==> src/rtl/msk_pkg.sv <==
// Shared definitions for the masked FIFO: clog2 helper, level/pointer width helpers and share-index macro.
// Optional feature macro used by the block: MSK_REFRESH_EN.
`ifndef MSK_PKG_SV
`define MSK_PKG_SV

`define MSK_SIDX(k, j, d) ((k) * (d) + (j))

package msk_pkg;

    function automatic int clog2(input int n);
        int r;
        r = 0;
        while ((1 << r) < n) r++;
        return r;
    endfunction

    // Width of an occupancy counter able to hold 0..depth.
    function automatic int lvl_w(input int depth);
        return clog2(depth + 1);
    endfunction

    // Pointer width, kept at least 1 bit so DEPTH=1 still has a legal vector.
    function automatic int ptr_w(input int depth);
        return (depth > 1) ? clog2(depth) : 1;
    endfunction

endpackage

`endif

==> src/rtl/msk_fifo_entry.sv <==
// One FIFO entry holding count sharings of d shares each, with write-enable and async clear.
// With MSK_REFRESH_EN defined, an occupied entry that is not being written is re-randomised each edge.
module msk_fifo_entry
    import msk_pkg::*;
#(
    parameter int d     = 2,
    parameter int count = 1
) (
    input  logic                     clk,
    input  logic                     rst,
    input  logic                     i_we,
    input  logic [count*d-1:0]       i_wdata,
`ifdef MSK_REFRESH_EN
    input  logic                     i_ref_en,
    input  logic [count*(d-1)-1:0]   i_rnd,
`endif
    output logic [count*d-1:0]       o_q
);

    logic [count*d-1:0] r_q;

`ifdef MSK_REFRESH_EN
    logic [count*d-1:0] w_ref;

    // Each fresh random bit is applied to one share and to the last share, so the XOR of shares is kept.
    always_comb begin
        logic par;
        w_ref = r_q;
        for (int k = 0; k < count; k++) begin
            par = 1'b0;
            for (int j = 0; j < d - 1; j++) begin
                w_ref[`MSK_SIDX(k, j, d)] = r_q[`MSK_SIDX(k, j, d)] ^ i_rnd[k*(d-1)+j];
                par = par ^ i_rnd[k*(d-1)+j];
            end
            w_ref[`MSK_SIDX(k, d-1, d)] = r_q[`MSK_SIDX(k, d-1, d)] ^ par;
        end
    end

    always_ff @(posedge clk or posedge rst) begin
        if (rst)
            r_q <= '0;
        else if (i_we)
            r_q <= i_wdata;
        else if (i_ref_en)
            r_q <= w_ref;
    end
`else
    always_ff @(posedge clk or posedge rst) begin
        if (rst)
            r_q <= '0;
        else if (i_we)
            r_q <= i_wdata;
    end
`endif

    assign o_q = r_q;

endmodule

==> src/rtl/msk_reg_fifo.sv <==
// Masked storage FIFO: DEPTH entries of count d-share sharings with valid/ready and occupancy level.
// Define MSK_REFRESH_EN to add the rnd port and in-place share refresh of resident entries.
module msk_reg_fifo
    import msk_pkg::*;
#(
    parameter int d     = 2,
    parameter int count = 1,
    parameter int DEPTH = 2
) (
    input  logic                              clk,
    input  logic                              rst,
    input  logic [count*d-1:0]                in_data,
    input  logic                              in_valid,
    output logic                              in_ready,
    output logic [count*d-1:0]                out_data,
    output logic                              out_valid,
    input  logic                              out_ready,
`ifdef MSK_REFRESH_EN
    input  logic [DEPTH*count*(d-1)-1:0]      rnd,
`endif
    output logic [lvl_w(DEPTH)-1:0]           level
);

    localparam int W  = count * d;
    localparam int LW = lvl_w(DEPTH);
    localparam int PW = ptr_w(DEPTH);

    logic [PW-1:0]    r_wr;
    logic [PW-1:0]    r_rd;
    logic [LW-1:0]    r_level;
    logic             w_push;
    logic             w_pop;
    logic [DEPTH-1:0] w_we;
    logic [W-1:0]     w_q [DEPTH];

    // Handshake flags depend only on the registered level, never on out_ready.
    assign in_ready  = (r_level != LW'(DEPTH));
    assign out_valid = (r_level != '0);
    assign level     = r_level;
    assign w_push    = in_valid & in_ready;
    assign w_pop     = out_valid & out_ready;

    always_ff @(posedge clk or posedge rst) begin
        if (rst) begin
            r_wr    <= '0;
            r_rd    <= '0;
            r_level <= '0;
        end else begin
            if (w_push)
                r_wr <= (r_wr == PW'(DEPTH - 1)) ? '0 : r_wr + 1'b1;
            if (w_pop)
                r_rd <= (r_rd == PW'(DEPTH - 1)) ? '0 : r_rd + 1'b1;
            if (w_push && !w_pop)
                r_level <= r_level + 1'b1;
            else if (!w_push && w_pop)
                r_level <= r_level - 1'b1;
        end
    end

    always_comb begin
        w_we = '0;
        for (int e = 0; e < DEPTH; e++)
            w_we[e] = w_push && (r_wr == PW'(e));
    end

`ifdef MSK_REFRESH_EN
    logic [DEPTH-1:0] w_occ;

    // An entry is resident when its distance from the read pointer is below the level.
    always_comb begin
        int off;
        w_occ = '0;
        for (int e = 0; e < DEPTH; e++) begin
            off = e - int'(r_rd);
            if (off < 0) off = off + DEPTH;
            w_occ[e] = (off < int'(r_level));
        end
    end
`endif

    for (genvar e = 0; e < DEPTH; e++) begin : g_entry
        msk_fifo_entry #(
            .d     (d),
            .count (count)
        ) u_entry (
            .clk     (clk),
            .rst     (rst),
            .i_we    (w_we[e]),
            .i_wdata (in_data),
`ifdef MSK_REFRESH_EN
            .i_ref_en(w_occ[e]),
            .i_rnd   (rnd[e*count*(d-1) +: count*(d-1)]),
`endif
            .o_q     (w_q[e])
        );
    end

    // Per-share read mux selected by the read pointer alone.
    assign out_data = w_q[r_rd];

endmodule

==> config.mk <==
export PLATFORM = sky130hd
export DESIGN_NAME = msk_reg_fifo
export DESIGN_NICKNAME = d
export VERILOG_FILES = /design/src/rtl/msk_pkg.sv /design/src/rtl/msk_fifo_entry.sv /design/src/rtl/msk_reg_fifo.sv
export SDC_FILE = /design/constraint.sdc
export NUM_CORES = 1
export LEC_CHECK = 0
export BUFFER_PORTS_ARGS = -buffer_cell sky130_fd_sc_hd__buf_2
export CAP_MARGIN = 25
export CORE_AREA = 2 2 39 41
export CTS_CLUSTER_SIZE = 10
export DETAILED_ROUTE_END_ITERATION = 10
export DIE_AREA = 0 0 41 43
export RECOVER_POWER = 50
export SLEW_MARGIN = 20
export SYNTH_ARGS = -nofsm -noshare
export SYNTH_HDL_FRONTEND = slang
export SYNTH_SLANG_ARGS = --single-unit
==> constraint.sdc <==
create_clock -name clk -period 1.5 [get_ports clk]
set_clock_uncertainty 0.05 [all_clocks]
set_input_delay 0 -clock clk [delete_from_list [all_inputs] [get_ports clk]]
set_output_delay 0 -clock clk [all_outputs]
set_load 0.02 [all_outputs]
# Yosys cells after proc, flatten, opt, wreduce, memory -nomap -nowiden
# Cells that the tools add are included.
[totals]
out_inout_bits = 6
input_bits = 6
word_cells = 30
regBits = 8
[classes]
mux = 7
bitwise = 4
magnitude_cmp = 1
reduce_logical = 8
eq_ne = 1
n_addsub = 4
[op_table]
columns = ["cell", "count"]
rows = [
  ["2-bit 2-to-1 mux", 5],
  ["1-bit logical AND", 4],
  ["2-bit nonzero test", 2],
  ["1-bit adder (second input constant)", 2],
  ["2-bit by 1-bit adder with 2-bit output (second input constant)", 1],
  ["1-bit AND", 2],
  ["2-bit greater-or-equal comparator (second input constant)", 1],
  ["1-bit logical NOT", 2],
  ["1-bit 2-to-1 mux", 2],
  ["2-bit != test (second input constant)", 1],
  ["1-bit inverter with 2-bit output", 1],
  ["2-bit by 1-bit subtractor with 2-bit output (second input constant)", 1],
  ["1-bit inverter", 1],
]

# Longest topological paths before layout
[logic_depth]
word_depth = 6
ltp_mapped = 6

# Hierarchy
# From an unflattened synthesis, not the netlist that was laid out.
[hier_totals]
hier_cells = 31
hier_area_um2 = 390.4
[by_module_without_submodules]
columns = ["module", "n_inst", "area_per_inst_um2", "seq_area_each_um2", "cells_per_inst"]
rows = [
  ["msk_reg_fifo", 1, 237.7, 100.1, 21],
  ["msk_fifo_entry", 2, 76.3, 50.0, 5],
]

# Worst setup path before layout
# OpenSTA, ideal clock, no wires.
[synth_timing]
path_kind = "reg-to-reg"
from = "register r_level[1], in the netlist level[1]"
to = "register r_level[1], in the netlist level[1]"
path_stages_with_launch = 7
setup_ps = 135
arrival_time_ps = 1478
path_buffers = 0
slack_ps = -163
period_less_slack_ps = 1663
cell_sequence = "dfrtp_1 -> or2_2 -> nand2_1 -> ha_1 -> xor2_1 -> nor2_1 -> xor2_1"
[synth_between]
elab_chain_cells = 5
elab_cells_between_ends = 13
cone_classes = "add/sub (2); eq/ne (1); mux (2); bitwise (2); reduce/logical (6)"
[synth_rtl]
columns = ["item", "line_no", "source"]
rows = [
  ["start: declaration", "msk_reg_fifo.sv:30", "logic [LW-1:0] r_level;"],
  ["start signal: assignment", "msk_reg_fifo.sv:54", "r_level <= r_level + 1'b1;"],
  ["start signal: assignment", "msk_reg_fifo.sv:56", "r_level <= r_level - 1'b1;"],
  ["2-bit nonzero test (*)", "msk_reg_fifo.sv:38", "assign out_valid = (r_level != '0);"],
  ["named net out_valid", "msk_reg_fifo.sv:16", "output logic out_valid,"],
  ["1-bit AND (*)", "msk_reg_fifo.sv:41", "assign w_pop = out_valid & out_ready;"],
  ["1-bit logical NOT", "msk_reg_fifo.sv:53", "if (w_push && !w_pop)"],
  ["1-bit logical AND", "msk_reg_fifo.sv:53", ""],
  ["2-bit 2-to-1 mux / 2-bit nonzero test (equally long branches)", "--", ""],
]
# The timed path passes the listed nets; every way through them passes the cells marked *. The select of a mux whose other input is x is not followed.
# A chain may end at the register's enable or synchronous reset.

# Final worst setup path
[layout_timing]
from = "register r_level[0], in the netlist level[0]"
to = "register r_level[1], in the netlist level[1]"
[layout_between]
elab_chain_cells = 5
elab_cells_between_ends = 13
cone_classes = "add/sub (2); eq/ne (1); mux (2); bitwise (2); reduce/logical (6)"
[layout_rtl]
columns = ["item", "line_no"]
rows = [
  ["2-bit != test / 2-bit nonzero test (equally long branches)", "msk_reg_fifo.sv:37, msk_reg_fifo.sv:38"],
  ["1-bit AND (on tied branches)", "msk_reg_fifo.sv:40, msk_reg_fifo.sv:41"],
  ["1-bit logical NOT (on tied branches)", "msk_reg_fifo.sv:55, msk_reg_fifo.sv:53"],
  ["1-bit logical AND (on tied branches)", "msk_reg_fifo.sv:55, msk_reg_fifo.sv:53"],
  ["2-bit nonzero test (no line) / 2-bit 2-to-1 mux (equally long branches)", "--"],
]
# Several ways; a longest one is shown, not always the timed one. The select of a mux whose other input is x is not followed.

==> results.toml <==
[timing]
max_slew_margin = 0.793
post_route_clock_period_utilization = 0.955
finalWorstPathRequiredPeriod_ns = 1.43
rsz_0062_raised_after_global_routing = "no"
setup_viol_count_final = 0
totalNegativeSetupSlack_ns = 0
timing.fmax_mhz = 698
timing.final.max_slew_violations = 0
tightestPinTransition_ns = 0.310
final-hold-violation-count = 0

[synthesis]
post-synth-top-count-cell = "dfrtp_1"
ys_async_sr_fraction = 1.00
synth.net_count = 35
synth_cell_type_count = 14
post_synthesis_cells = 28
synth_area_um2 = 392
yosysSeqAreaShare = 0.511
synth_top_cell_by_area = "dfrtp_1"
synth-edff-count = 0
postSynthRegisterBits = 8
ys_top_cells_by_area = "dfrtp_1 51%, mux2_2 12%, mux2_4 7.7%, xor2_1 6.7%, xnor2_1 4.5%"
ys_top_cells_by_count = "8 x dfrtp_1, 4 x mux2_2, 3 x xor2_1"
synthDominantCellAreaShare = 0.511
dominantRegCellSynth = "dfrtp_1"
number_of_warnings_reported_in_the_yosys_synthesis_log = 0
post_synth.cell_area_avg_um2 = 14.0

[cells_and_area]
stdcell_count = 64
antenna_cells_inserted = 0
final_area_um2 = 572
finalNetCount = 57
drive_gt1_frac = 0.625
flow.area_growth_from_synthesis_pct = 46.0

[floorplanning]
rows = 14
die_y_um = 43
placeableCoreArea_mm2 = 0.00138
design.die.area_mm2 = 0.00176
io-pin-count = 12
floorplan.die.width_um = 41
floorplan.initialDensity = 0.283

[detailed_routing]
drt.antenna.violating_nets = 0
drt-wirelength-per-cell_um = 11.2
detailedRoute.firstPassIterationCount = 2
drt_wl_total_um = 714
drtIter0Drc = 3
drt_drc_violations_left = 0
drt-vias-per-instance = 4.22
detailroute.via_count = 270

[cts]
cts_htree_levels = 1
root_buffer = "clkbuf_4"
clk_pin_slew_ns = 0.05
cts_buffer_depth = 2
clk-insertion-delay-late_ns = 0.25
clock-sinks = 8
numCtsBuffers = 3
tritoncts = "yes"

[global_route]
total_grt_overflow = 0
grt_use_total = 0.109
initial_antenna_violation_count = 0
first_global_vias = 276
pin_count_of_the_biggest_net_entering_global_routing = 9
grt_first_pass_wirelength_mm = 1.21

[critical_path]
worstPathRequired_ns = 1.63
arrival_time_of_the_worst_setup_path_ns = 1.56
critical_path_stages = 6
worst-r2r-cell-count = 6
startpoint_type = "register"
critPathCaptureType = "register"
crit_path_top_delay_cell = "dfrtp_2"
cp_num_buf_inv = 0
worstPathCellList = "nand2b_4 -> and2_4 -> ha_4 -> xor2_2 -> nor2_1 -> xor2_1"
crit_path_max_fanout = 4
setup.worst_path.class = "register to register"
critical-path-top-delay-family = "simple AND/OR/NAND/NOR gates"
critical-path-max-stage-delay_ns = 0.42

[power_and_ir_drop]
power.leakage_nw = 0.269
vdd_ir_drop_max_mv = 0.940
totalPowerFinal_mw = 1.31
areal_power_density_over_the_cells_mw_per_mm2 = 2300

[placed_design]
gpl.final_weighted_congestion = 0.693
io_buffers = 11
place.detailed.instances = 55
placement.cell_area_um2 = 489

[worst_hold_path]
hp-class = "input pin to register"
timing.hold.worst_path_depth = 3

[outcome]
status = "finished, final reports clean"

[job]
max_cap_violations = 0
## worst min-delay path: stages
cell,delay (ns)
buf_2,0.12
nand3b_2,0.08
mux2_2,0.14
## state kept, by name, indices dropped and copies added (netlist names)
| signal | cells |
|---|---|
| r_wr | 1 |
| level | 2 |
| r_rd | 1 |
| g_entry.u_entry.o_q | 4 |
## metal layers
layer | track usage | up-vias | part of all wire
li1 | - | 133 | -
met3 | 0.0785 | 0 | 0.063
met2 | 0.150 | 8 | 0.50
met5 | 0 | - | 0
met1 | 0.129 | 129 | 0.44
met4 | 0.0400 | 0 | 0
## timing repair
action / CTS / global route
buffers inserted: 0 / 2
setup endpoints to repair: 0 / 1
gates resized for setup: 0 / 1
endpoints found under the hold margin: 13 / 0
hold buffers: 4 / 0
## logic make-up after synthesis
| group | Yosys count | share of synthesized area |
|---|---|---|
| fa+ha+maj | 1 | 0.0319 |
| xor+xnor | 5 | 0.112 |
| simple gates | 7 | 0.144 |
| flops | 8 | 0.511 |
| mux | 6 | 0.192 |
| buf+inv | 1 | 0.00958 |
## area by class of cell
class	instances	area [µm²]
Fill cell	142	812
Multi-Input combinational cell	19	215
Sequential cell	8	201
Timing Repair Buffer	17	109
Clock buffer	3	22.5
Tap cell	16	20.0
Inverter	1	3.75
## stage by stage
stage / hold WS, ns / setup slack [ns] / utilization
after detailed placement: -0.0826 / 0.0367 / 0.354
after global placement: -0.0865 / 0.0872 / 0.354
after floorplan: -0.234 / 0.0102 / -
after global routing: 0.0738 / 0.0197 / 0.413
after CTS: 0.0722 / 0.0414 / 0.399
final: 0.0799 / 0.0668 / 0.413
## where the power goes
group | total (mW) | switching (mW) | internal [mW]
Combinational | 0.718 | 0.326 | 0.392
Clock | 0.163 | 0.0720 | 0.0915
Sequential | 0.433 | 0.0964 | 0.336
Total | 1.31 | 0.495 | 0.820
## path summary, 6_finish.rpt
check / start / end / slack (ns)
worst max-delay path: level[0] / level[1] / 0.07
worst min-delay path: in_valid / g_entry[0].u_entry.o_q[0] / 0.08
worst max register to register: level[0] / level[1] / 0.07
worst min register to register: r_wr / r_wr / 0.45
max in group asynchronous: rst / level[0] / 0.96
min in group asynchronous: rst / g_entry[1].u_entry.o_q[1] / 0.18
## placed cells by master, fill, tap and decap left out, drive strengths merged
cell and instances:
nand2b 1, clkbuf 4, nand3b 1, dlygate4sd3 4, or2 1, xor2 3, and2 1, ha 1
buf 12, dfrtp 8, inv 1, nand2 1, xnor2 2, mux2 6, nor2 1, and3 1
Note: power is estimated with default switching activity, not from simulation.
